--- src/rtl/ctrl_pkg.sv ---
// Shared encodings for the instruction-sequencing control FSM: states, opcodes,
// condition codes, mux selects and a small instruction classifier.
package ctrl_pkg;

  typedef enum logic [2:0] {
    ST_FETCH  = 3'd0,
    ST_DECODE = 3'd1,
    ST_EXEC   = 3'd2,
    ST_MEM    = 3'd3,
    ST_HALT   = 3'd4
  } state_t;

  localparam logic [3:0] OP_ALU_REG = 4'h0;
  localparam logic [3:0] OP_MEMJ    = 4'h4;
  localparam logic [3:0] OP_BCOND   = 4'hC;
  localparam logic [3:0] OP_LUI     = 4'hF;

  localparam logic [3:0] EXT_AND   = 4'h1;
  localparam logic [3:0] EXT_OR    = 4'h2;
  localparam logic [3:0] EXT_XOR   = 4'h3;
  localparam logic [3:0] EXT_ADD   = 4'h5;
  localparam logic [3:0] EXT_SUB   = 4'h9;
  localparam logic [3:0] EXT_CMP   = 4'hB;
  localparam logic [3:0] EXT_MOV   = 4'hD;
  localparam logic [3:0] EXT_LOAD  = 4'h0;
  localparam logic [3:0] EXT_STOR  = 4'h4;
  localparam logic [3:0] EXT_JAL   = 4'h8;
  localparam logic [3:0] EXT_JCOND = 4'hC;

  typedef enum logic [3:0] {
    CC_EQ = 4'h0, CC_NE = 4'h1, CC_CS = 4'h2, CC_CC = 4'h3,
    CC_HI = 4'h4, CC_LS = 4'h5, CC_GT = 4'h6, CC_LE = 4'h7,
    CC_FS = 4'h8, CC_FC = 4'h9, CC_LO = 4'hA, CC_HS = 4'hB,
    CC_LT = 4'hC, CC_GE = 4'hD, CC_UC = 4'hE, CC_NV = 4'hF
  } cond_t;

  localparam logic [1:0] PC_INC  = 2'd0;
  localparam logic [1:0] PC_DISP = 2'd1;
  localparam logic [1:0] PC_REG  = 2'd2;

  localparam logic [1:0] WB_ALU  = 2'd0;
  localparam logic [1:0] WB_MEM  = 2'd1;
  localparam logic [1:0] WB_LINK = 2'd2;

  typedef enum logic [2:0] {
    IC_ALU_REG, IC_ALU_IMM, IC_BCOND, IC_JCOND,
    IC_JAL, IC_LOAD, IC_STOR, IC_ILLEGAL
  } iclass_t;

  // The same 4-bit code names an ALU op in the ext field (register form)
  // and in the op field (immediate form).
  function automatic logic is_alu_code(input logic [3:0] code);
    case (code)
      EXT_AND, EXT_OR, EXT_XOR, EXT_ADD,
      EXT_SUB, EXT_CMP, EXT_MOV: return 1'b1;
      default:                   return 1'b0;
    endcase
  endfunction

  function automatic iclass_t classify(input logic [3:0] op, input logic [3:0] ext);
    if (op == OP_ALU_REG)
      return is_alu_code(ext) ? IC_ALU_REG : IC_ILLEGAL;
    if (op == OP_LUI || is_alu_code(op))
      return IC_ALU_IMM;
    if (op == OP_BCOND)
      return IC_BCOND;
    if (op == OP_MEMJ) begin
      case (ext)
        EXT_LOAD:  return IC_LOAD;
        EXT_STOR:  return IC_STOR;
        EXT_JAL:   return IC_JAL;
        EXT_JCOND: return IC_JCOND;
        default:   return IC_ILLEGAL;
      endcase
    end
    return IC_ILLEGAL;
  endfunction

endpackage

--- src/rtl/cond_eval.sv ---
// Branch/jump condition evaluator: maps a 4-bit condition code and the
// processor status flags to a single take decision.
module cond_eval
  import ctrl_pkg::*;
(
  input  logic [3:0]  cond,
  input  logic [15:0] psr,
  output logic        take
);

  logic c_f, l_f, f_f, z_f, n_f;
  logic unused_psr;

  assign c_f = psr[0];
  assign l_f = psr[2];
  assign f_f = psr[5];
  assign z_f = psr[6];
  assign n_f = psr[7];
  assign unused_psr = ^{psr[15:8], psr[4:3], psr[1]};

  always_comb begin
    case (cond_t'(cond))
      CC_EQ:   take = z_f;
      CC_NE:   take = !z_f;
      CC_CS:   take = c_f;
      CC_CC:   take = !c_f;
      CC_HI:   take = l_f;
      CC_LS:   take = !l_f;
      CC_GT:   take = n_f;
      CC_LE:   take = !n_f;
      CC_FS:   take = f_f;
      CC_FC:   take = !f_f;
      CC_LO:   take = !l_f && !z_f;
      CC_HS:   take = l_f || z_f;
      CC_LT:   take = !n_f && !z_f;
      CC_GE:   take = n_f || z_f;
      CC_UC:   take = 1'b1;
      default: take = 1'b0;
    endcase
  end

endmodule

--- src/rtl/control_fsm.sv ---
// Multi-cycle control sequencer: FETCH -> DECODE -> EXEC [-> MEM] -> FETCH,
// with a sticky HALT for undefined instructions when enabled.
module control_fsm
  import ctrl_pkg::*;
#(
  parameter bit HALT_ON_ILLEGAL = 1'b1
) (
  input  logic        clk,
  input  logic        reset_n,
  input  logic [15:0] instr,
  input  logic [15:0] psr,
  input  logic        mem_ready,
  output logic        instr_en,
  output logic        pc_en,
  output logic        cmp_f_en,
  output logic        of_f_en,
  output logic        z_f_en,
  output logic [1:0]  pc_src,
  output logic        addr_src,
  output logic        mem_re,
  output logic        mem_we,
  output logic        rf_wr_en,
  output logic [1:0]  wb_src,
  output logic        alu_b_imm,
  output logic        halted
);

  state_t     state;
  iclass_t    iclass;
  logic [3:0] op;
  logic [3:0] ext;
  logic [3:0] alu_code;
  logic       take;
  logic       unused_rsrc;

  assign op          = instr[15:12];
  assign ext         = instr[7:4];
  assign iclass      = classify(op, ext);
  assign alu_code    = (iclass == IC_ALU_REG) ? ext : op;
  assign unused_rsrc = ^instr[3:0];

  cond_eval u_cond_eval (
    .cond (instr[11:8]),
    .psr  (psr),
    .take (take)
  );

  // NOTE: state is sequential, so it is updated only with non-blocking
  // assignments; the async reset aborts any EXEC/MEM cycle in flight.
  always_ff @(posedge clk or negedge reset_n) begin
    if (!reset_n) begin
      state <= ST_FETCH;
    end else begin
      case (state)
        ST_FETCH:  if (mem_ready) state <= ST_DECODE;
        ST_DECODE: state <= (HALT_ON_ILLEGAL && iclass == IC_ILLEGAL) ? ST_HALT : ST_EXEC;
        ST_EXEC:   state <= (iclass == IC_LOAD || iclass == IC_STOR) ? ST_MEM : ST_FETCH;
        ST_MEM:    if (mem_ready) state <= ST_FETCH;
        ST_HALT:   state <= ST_HALT;
        default:   state <= ST_FETCH;
      endcase
    end
  end

  // NOTE: every output gets a default before the case so no path can
  // leave one unassigned and infer a latch.
  always_comb begin
    instr_en  = 1'b0;
    pc_en     = 1'b0;
    cmp_f_en  = 1'b0;
    of_f_en   = 1'b0;
    z_f_en    = 1'b0;
    pc_src    = PC_INC;
    addr_src  = 1'b0;
    mem_re    = 1'b0;
    mem_we    = 1'b0;
    rf_wr_en  = 1'b0;
    wb_src    = WB_ALU;
    alu_b_imm = 1'b0;
    halted    = 1'b0;

    case (state)
      ST_FETCH: begin
        mem_re   = 1'b1;
        // Gated so a fetch completing while reset is held never loads the IR.
        instr_en = mem_ready && reset_n;
      end
      ST_EXEC: begin
        case (iclass)
          IC_ALU_REG, IC_ALU_IMM: begin
            pc_en     = 1'b1;
            alu_b_imm = (iclass == IC_ALU_IMM);
            if (alu_code == EXT_CMP) begin
              cmp_f_en = 1'b1;
              z_f_en   = 1'b1;
            end else begin
              rf_wr_en = 1'b1;
              of_f_en  = (alu_code == EXT_ADD || alu_code == EXT_SUB);
            end
          end
          IC_BCOND: begin
            pc_en  = 1'b1;
            pc_src = take ? PC_DISP : PC_INC;
          end
          IC_JCOND: begin
            pc_en  = 1'b1;
            pc_src = take ? PC_REG : PC_INC;
          end
          IC_JAL: begin
            pc_en    = 1'b1;
            pc_src   = PC_REG;
            rf_wr_en = 1'b1;
            wb_src   = WB_LINK;
          end
          IC_LOAD, IC_STOR: ;
          default: pc_en = 1'b1;
        endcase
      end
      ST_MEM: begin
        addr_src = 1'b1;
        mem_re   = (iclass == IC_LOAD);
        mem_we   = (iclass != IC_LOAD);
        if (mem_ready) begin
          pc_en    = 1'b1;
          rf_wr_en = (iclass == IC_LOAD);
          wb_src   = (iclass == IC_LOAD) ? WB_MEM : WB_ALU;
        end
      end
      ST_HALT: halted = 1'b1;
      default: ;
    endcase
  end

endmodule

--- config.mk ---
export PLATFORM = sky130hd
export DESIGN_NAME = control_fsm
export DESIGN_NICKNAME = d
export VERILOG_FILES = /design/src/rtl/ctrl_pkg.sv /design/src/rtl/cond_eval.sv /design/src/rtl/control_fsm.sv
export SDC_FILE = /design/constraint.sdc
export NUM_CORES = 1
export LEC_CHECK = 0
export ABC_AREA = 1
export ABC_CLOCK_PERIOD_IN_PS = 1800
export CORE_ASPECT_RATIO = 2
export CORE_MARGIN = 2
export CORE_UTILIZATION = 30
export DETAILED_ROUTE_END_ITERATION = 6
export HOLD_SLACK_MARGIN = 0.06
export PLACE_DENSITY = 0.67
export SYNTH_ARGS = -nofsm -noshare
export SYNTH_HDL_FRONTEND = slang
export SYNTH_SLANG_ARGS = --single-unit
--- constraint.sdc ---
create_clock -name clk -period 1.8 [get_ports clk]
set_input_delay 0.36 -clock clk [delete_from_list [all_inputs] [get_ports clk]]
set_output_delay 0.36 -clock clk [all_outputs]
set_load 0.005 [all_outputs]
After elaboration in Yosys (flattened, before gate mapping)

Cells that the tools add are included.

Output and inout port bits: 15
Logic and storage cells: 134
Input bits: 35
Bits in registers: 3

Eq/ne operators: 51
Reductions and logical operators: 23
Muxes and demuxes: 59

Operators with widths:

| kind                                                                   | number |
|---|---|
| 4-bit equality test (second input constant)                            | 19 |
| 4-bit by 3-bit equality test with 1-bit output (second input constant) | 9 |
| 3-bit 2-to-1 mux                                                       | 12 |
| 1-bit 2-to-1 mux                                                       | 33 |
| 4-bit by 2-bit equality test with 1-bit output (second input constant) | 6 |
| 3-bit equality test (second input constant)                            | 5 |
| 1-bit one-hot mux with 15 select lines                                 | 1 |
| 3-bit one-hot mux with 5 select lines                                  | 1 |
| 7-bit OR reduction                                                     | 2 |
| 3-bit by 2-bit equality test with 1-bit output (second input constant) | 4 |
| 4-bit by 1-bit equality test with 1-bit output (second input constant) | 3 |
| 4-bit zero test                                                        | 3 |
| 3-bit one-hot mux with 4 select lines                                  | 1 |
| 2-bit 2-to-1 mux                                                       | 4 |
| 1-bit one-hot mux with 2 select lines                                  | 4 |
| 3-bit by 1-bit equality test with 1-bit output (second input constant) | 2 |
| 3-bit zero test                                                        | 2 |
| 2-bit one-hot mux with 3 select lines                                  | 1 |
| 1-bit zero test                                                        | 5 |
| 1-bit logical OR                                                       | 5 |
| 4-bit 2-to-1 mux                                                       | 1 |
| 2-bit inequality test (second input constant)                          | 2 |
| 2-bit one-hot mux with 2 select lines                                  | 1 |
| 2-bit OR reduction                                                     | 2 |
| 3 further kinds                                                        | 5 |

Depth between registers and ports, before layout

Word-level depth: 23
Gate-level depth with buffers: 11
Mapped depth without buffers: 11

Hierarchy

From an unflattened synthesis, not the netlist that was laid out.

Cells, all modules: 177
Area total of the unflattened synthesis: 923.4 µm²

By module, submodules not included:

| module      | times used | sequential area each (µm²) | area an instance (µm²) | cells an instance |
|---|---|---|---|---|
| control_fsm | 1          | 75.1                       | 689.4                  | 119 |
| cond_eval   | 1          | 0.0                        | 234.0                  | 58 |

Worst setup path after synthesis

No wires, ideal clock.

Path type: input to output
From: input port instr[12]
To: output port z_f_en
Arrival: 1.355 ns
Buffers on the path: 1
Path slack: 0.085 ns
Data required time: 1.440 ns
Stages on the path: 10
Cells stage by stage: nor2_2 -> nand2_2 -> inv_2 -> nand3_2 -> nor2_1 -> nor2_1 -> nor2_2 -> o211ai_1 -> nor2_1 -> buf_4

Longest elaborated chain between the ends: 18
Elaborated cells between the ends (all ways): 40
Classes of those cells: eq/ne (12); mux (23); reduce/logical (5)

Ends and longest elaborated chain:

| item                                                                   | line              | RTL |
|---|---|---|
| from (decl)                                                            | control_fsm.sv:10 | `input logic [15:0] instr,` |
| 4-bit by 1-bit equality test with 1-bit output (tied with other cells) | ctrl_pkg.sv:53    | `case (code)` |
| 7-bit OR reduction                                                     | ctrl_pkg.sv:53    |  |
| 1-bit 2-to-1 mux                                                       | ctrl_pkg.sv:53    |  |
| 1-bit 2-to-1 mux                                                       | ctrl_pkg.sv:63    | `if (op == OP_LUI \|\| is_alu_code(op))` |
| 1-bit logical OR                                                       | ctrl_pkg.sv:63    |  |
| 3-bit 2-to-1 mux                                                       | ctrl_pkg.sv:63    |  |
| 3-bit 2-to-1 mux                                                       | ctrl_pkg.sv:65    | `if (op == OP_BCOND)` |
| 3-bit 2-to-1 mux                                                       | ctrl_pkg.sv:67    | `if (op == OP_MEMJ) begin` |
| 3-bit 2-to-1 mux                                                       | ctrl_pkg.sv:76    | `return IC_ILLEGAL;` |
| 3-bit 2-to-1 mux                                                       | ctrl_pkg.sv:67    |  |
| 3-bit 2-to-1 mux                                                       | ctrl_pkg.sv:65    |  |
| 3-bit 2-to-1 mux                                                       | ctrl_pkg.sv:63    |  |
| 3-bit zero test                                                        | n/a               |  |
| 4-bit 2-to-1 mux                                                       | control_fsm.sv:39 | `assign alu_code = (iclass == IC_ALU_REG) ? ext : op;` |
| 4-bit equality test                                                    | control_fsm.sv:93 | `if (alu_code == EXT_CMP) begin` |
| 1-bit 2-to-1 mux                                                       | n/a               |  |
| 1-bit 2-to-1 mux * (2 in series)                                       | n/a               |  |
| to (decl)                                                              | control_fsm.sv:17 | `output logic z_f_en,` |

Every way passes the cells marked *; elsewhere a longest branch is shown, timed or not. The select of a mux whose other input is x is not followed.

Worst setup path in the final report

From: input port instr[12]
To: output port rf_wr_en

Longest elaborated chain between the ends: 18
Elaborated cells between the ends (all ways): 43
Classes of those cells: eq/ne (14); mux (24); reduce/logical (5)

Ends and longest elaborated chain:

| item                                                                   | line                                 | RTL |
|---|---|---|
| 4-bit by 1-bit equality test with 1-bit output (tied with other cells) | ctrl_pkg.sv:53                       |  |
| 7-bit OR reduction                                                     | ctrl_pkg.sv:53                       |  |
| 1-bit 2-to-1 mux                                                       | ctrl_pkg.sv:53                       |  |
| 1-bit 2-to-1 mux                                                       | ctrl_pkg.sv:63                       |  |
| 1-bit logical OR                                                       | ctrl_pkg.sv:63                       |  |
| 3-bit 2-to-1 mux                                                       | ctrl_pkg.sv:63                       |  |
| 3-bit 2-to-1 mux                                                       | ctrl_pkg.sv:65                       |  |
| 3-bit 2-to-1 mux                                                       | ctrl_pkg.sv:67                       |  |
| (+2 left out)                                                          | n/a                                  |  |
| 3-bit 2-to-1 mux                                                       | ctrl_pkg.sv:65                       |  |
| 3-bit 2-to-1 mux                                                       | ctrl_pkg.sv:63                       |  |
| 3-bit zero test                                                        | control_fsm.sv:39, control_fsm.sv:89 |  |
| 4-bit 2-to-1 mux                                                       | control_fsm.sv:39                    |  |
| 4-bit equality test                                                    | control_fsm.sv:93                    |  |
| 1-bit 2-to-1 mux                                                       | control_fsm.sv:93                    |  |
| 1-bit one-hot mux with 2 select lines                                  | control_fsm.sv:89                    | `case (iclass)` |
| 1-bit one-hot mux with 2 select lines *                                | control_fsm.sv:82                    | `case (state)` |
| to (decl)                                                              | control_fsm.sv:22                    | `output logic rf_wr_en,` |

Marked as above.

==> out/results.txt <==
Initial drt markers: 25
F_max: 470 MHz
Endpoint class of the critical path: output pin
Worst-Skew Late Latency: 0.21 ns
DIE AREA: 3160 um2
Hold Slack: 0.463 ns
Ys Warns: 0
Power Total: 1.17 mW
Netlist cell types: 26
Non-filler instance count after layout: 285
Slew headroom: 71.1%
Critical path launch point type: input pin
Post-route ant nets: 0
CTS sink cnt: 3
Syn Nets: 194
PD cells: 600 nW/um2
Drt via density: 5.07
Syn Inst Count: 159
Total Wirelength: 4.28 mm
HPWL after DPL: 2.31 mm
Drt drc: 0
Seq/Total Area, Yosys: 9.24%
Final setup margin: -0.328 ns
Grt ovf: 0
Fin crit share: 118%
# nets final: 293
Final setup fails: 11
Clk buf depth: 2
Fin. max-slew vios: 0
Initial antenna violation count: 0
Antenna Cells: 0
Layout area overhead: 139%
Finished Cell Area: 1940 um2
Synth top area share: 21.7%
Vias in the first global route: 1,499
Largest net degree at the start of global routing: 7
Total number of vias: 1,446
Synth Register Bits: 3
Mean routed wirelength per cell: 15.0 um
Failing checks: setup timing
Minimum clock period: 2.13 ns
Die Wd: 40.8 um
CP Data Required Time: 1.44 ns
Initial cell density of the core: 31.6%
Routability cong.: 0.832
Max Fanout on Critical Path: 2
Cells after DPL: 252
Global-route wire length before repair: 5.94 mm
Final Hold Violating Endpoints: 0
Clock Tree Root: clkbuf_8
Largest Register: state
H-tree Lvls: 1
PortBufs: 34
RSZ-0062 raised after global routing: true
Layout cell share with drive strength beyond 1: 60.3%
Post-Syn Area: 812 um2
Worst VDD drop: 0.488 mV
MaxCap Viol Count: 0
Commonest non-fill, non-tap cell in the layout: buf_4
WS Path Type: input pin to output pin
Crit path arrival time: 1.77 ns
Die H: 77.6 um
CTS tree: done
Most frequent cells in the layout: 48 x buf_4, 31 x nand2_1, 20 x buf_6, 18 x inv_1
All-Layer GR Usage: 26.3%
Post-layout util: 75.7%
DP Area: 1420 um2
Pre-Repair DR Iteration Count: 4
Hold Path Class: input pin to async pin
Post-synth top area cell: nand2_1
Slew of the pin with the lowest slew margin: 0.431 ns
Leak: 1.07 nW
Synth area leaders: nand2_1 22%, inv_1 12%, nor2_1 10%
Hold Buf Count CTS: 0
Run status: finished, violations left
Final Skew: 0.00146 ns
# IOs: 50
Regs by FF count: state x3
CTS Buf Count: 3
Number of flip-flops in the largest register: 3
Site Rows: 26
Avg Inst Size Synth: 5.11 um2
Core area: 2570 um2
Clock slew at reported path FFs: 0.03 ns
[cell usage after synthesis (all sizes together)]
library cell / count
a21oi: 6
or2: 1
nand4: 1
o21bai: 2
o22ai: 1
nor4: 1
nand2: 53
o211ai: 1
o21ai: 10
inv: 31
buf: 1
nor2: 29
a31oi: 1
nor3: 7
dfrtp: 3
nand3: 11
[per-layer routing]
metal	vias up	global-route usage, %	wire length (um)
met1	658	21.1	1270
met2	69	50.2	2580
met3	23	3.71	169
met4	0	15.7	259
met5	-	0	0
li1	696	-	-
[per-stage QoR]
step	worst slack [ns]	setup TNS (ns)
floorplan	0.0852	0
global placement	-0.868	-9.82
detailed placement	-0.903	-10.50
CTS	-0.217	-1.54
global route	-0.379	-3.01
finish	-0.328	-2.46
[report_power, final]
| part | switching (mW) | leakage, nW | internal [mW] |
|---|---|---|---|
| sequential | 0.0320 | 0.0388 | 0.0954 |
| clock | 0.0456 | 0.0228 | 0.151 |
| combinational | 0.431 | 1.01 | 0.412 |
[cell type report]
type	instances	area (um2)
multi-input combinational	124	853
timing repair buffer	95	807
fill	192	626
inverter	31	129
sequential	3	75.1
clock buffer	4	45.0
tap	28	35.0
[path summary, 6_finish.rpt]
kind / start / endpoint / slack, ns / depth (start not counted)
worst max-delay path: instr[12] / rf_wr_en / -0.33 / 13
worst min-delay path: reset_n / state[1] / 0.46 / 2
worst max register to register: state[2] / state[1] / 0.41 / 5
worst min register to register: state[0] / state[2] / 0.68 / 3
max in group asynchronous: reset_n / state[2] / 1.24 / 2
min in group clk: state[0] / state[2] / 0.68 / 3
[cell families after synthesis]
logic type | Yosys count | share of synthesized area [%]
AO/OA/AOI/OAI | 21 | 15.1
buffers and inverters | 32 | 15.3
flip-flops | 3 | 9.24
AND/OR/NAND/NOR | 103 | 60.4
[worst max-delay path: stages]
cell and delay, ns:
buf_6 0.10, nor2_4 0.19, nand2_4 0.10, nor2_4 0.16
nor2_4 0.06, nor2_4 0.10, nand2_2 0.09, nor3_4 0.18
buf_6 0.15, buf_6 0.09, nor2_2 0.02, nand2_1 0.05
buf_2 0.11
[repair_timing]
item                                    CTS  global route
resized for setup                       149            53
endpoints found under the setup margin   16            14
setup buffers                            25             5
pin swaps                                33            22
No activity file was read; power rests on OpenSTA's default activity.
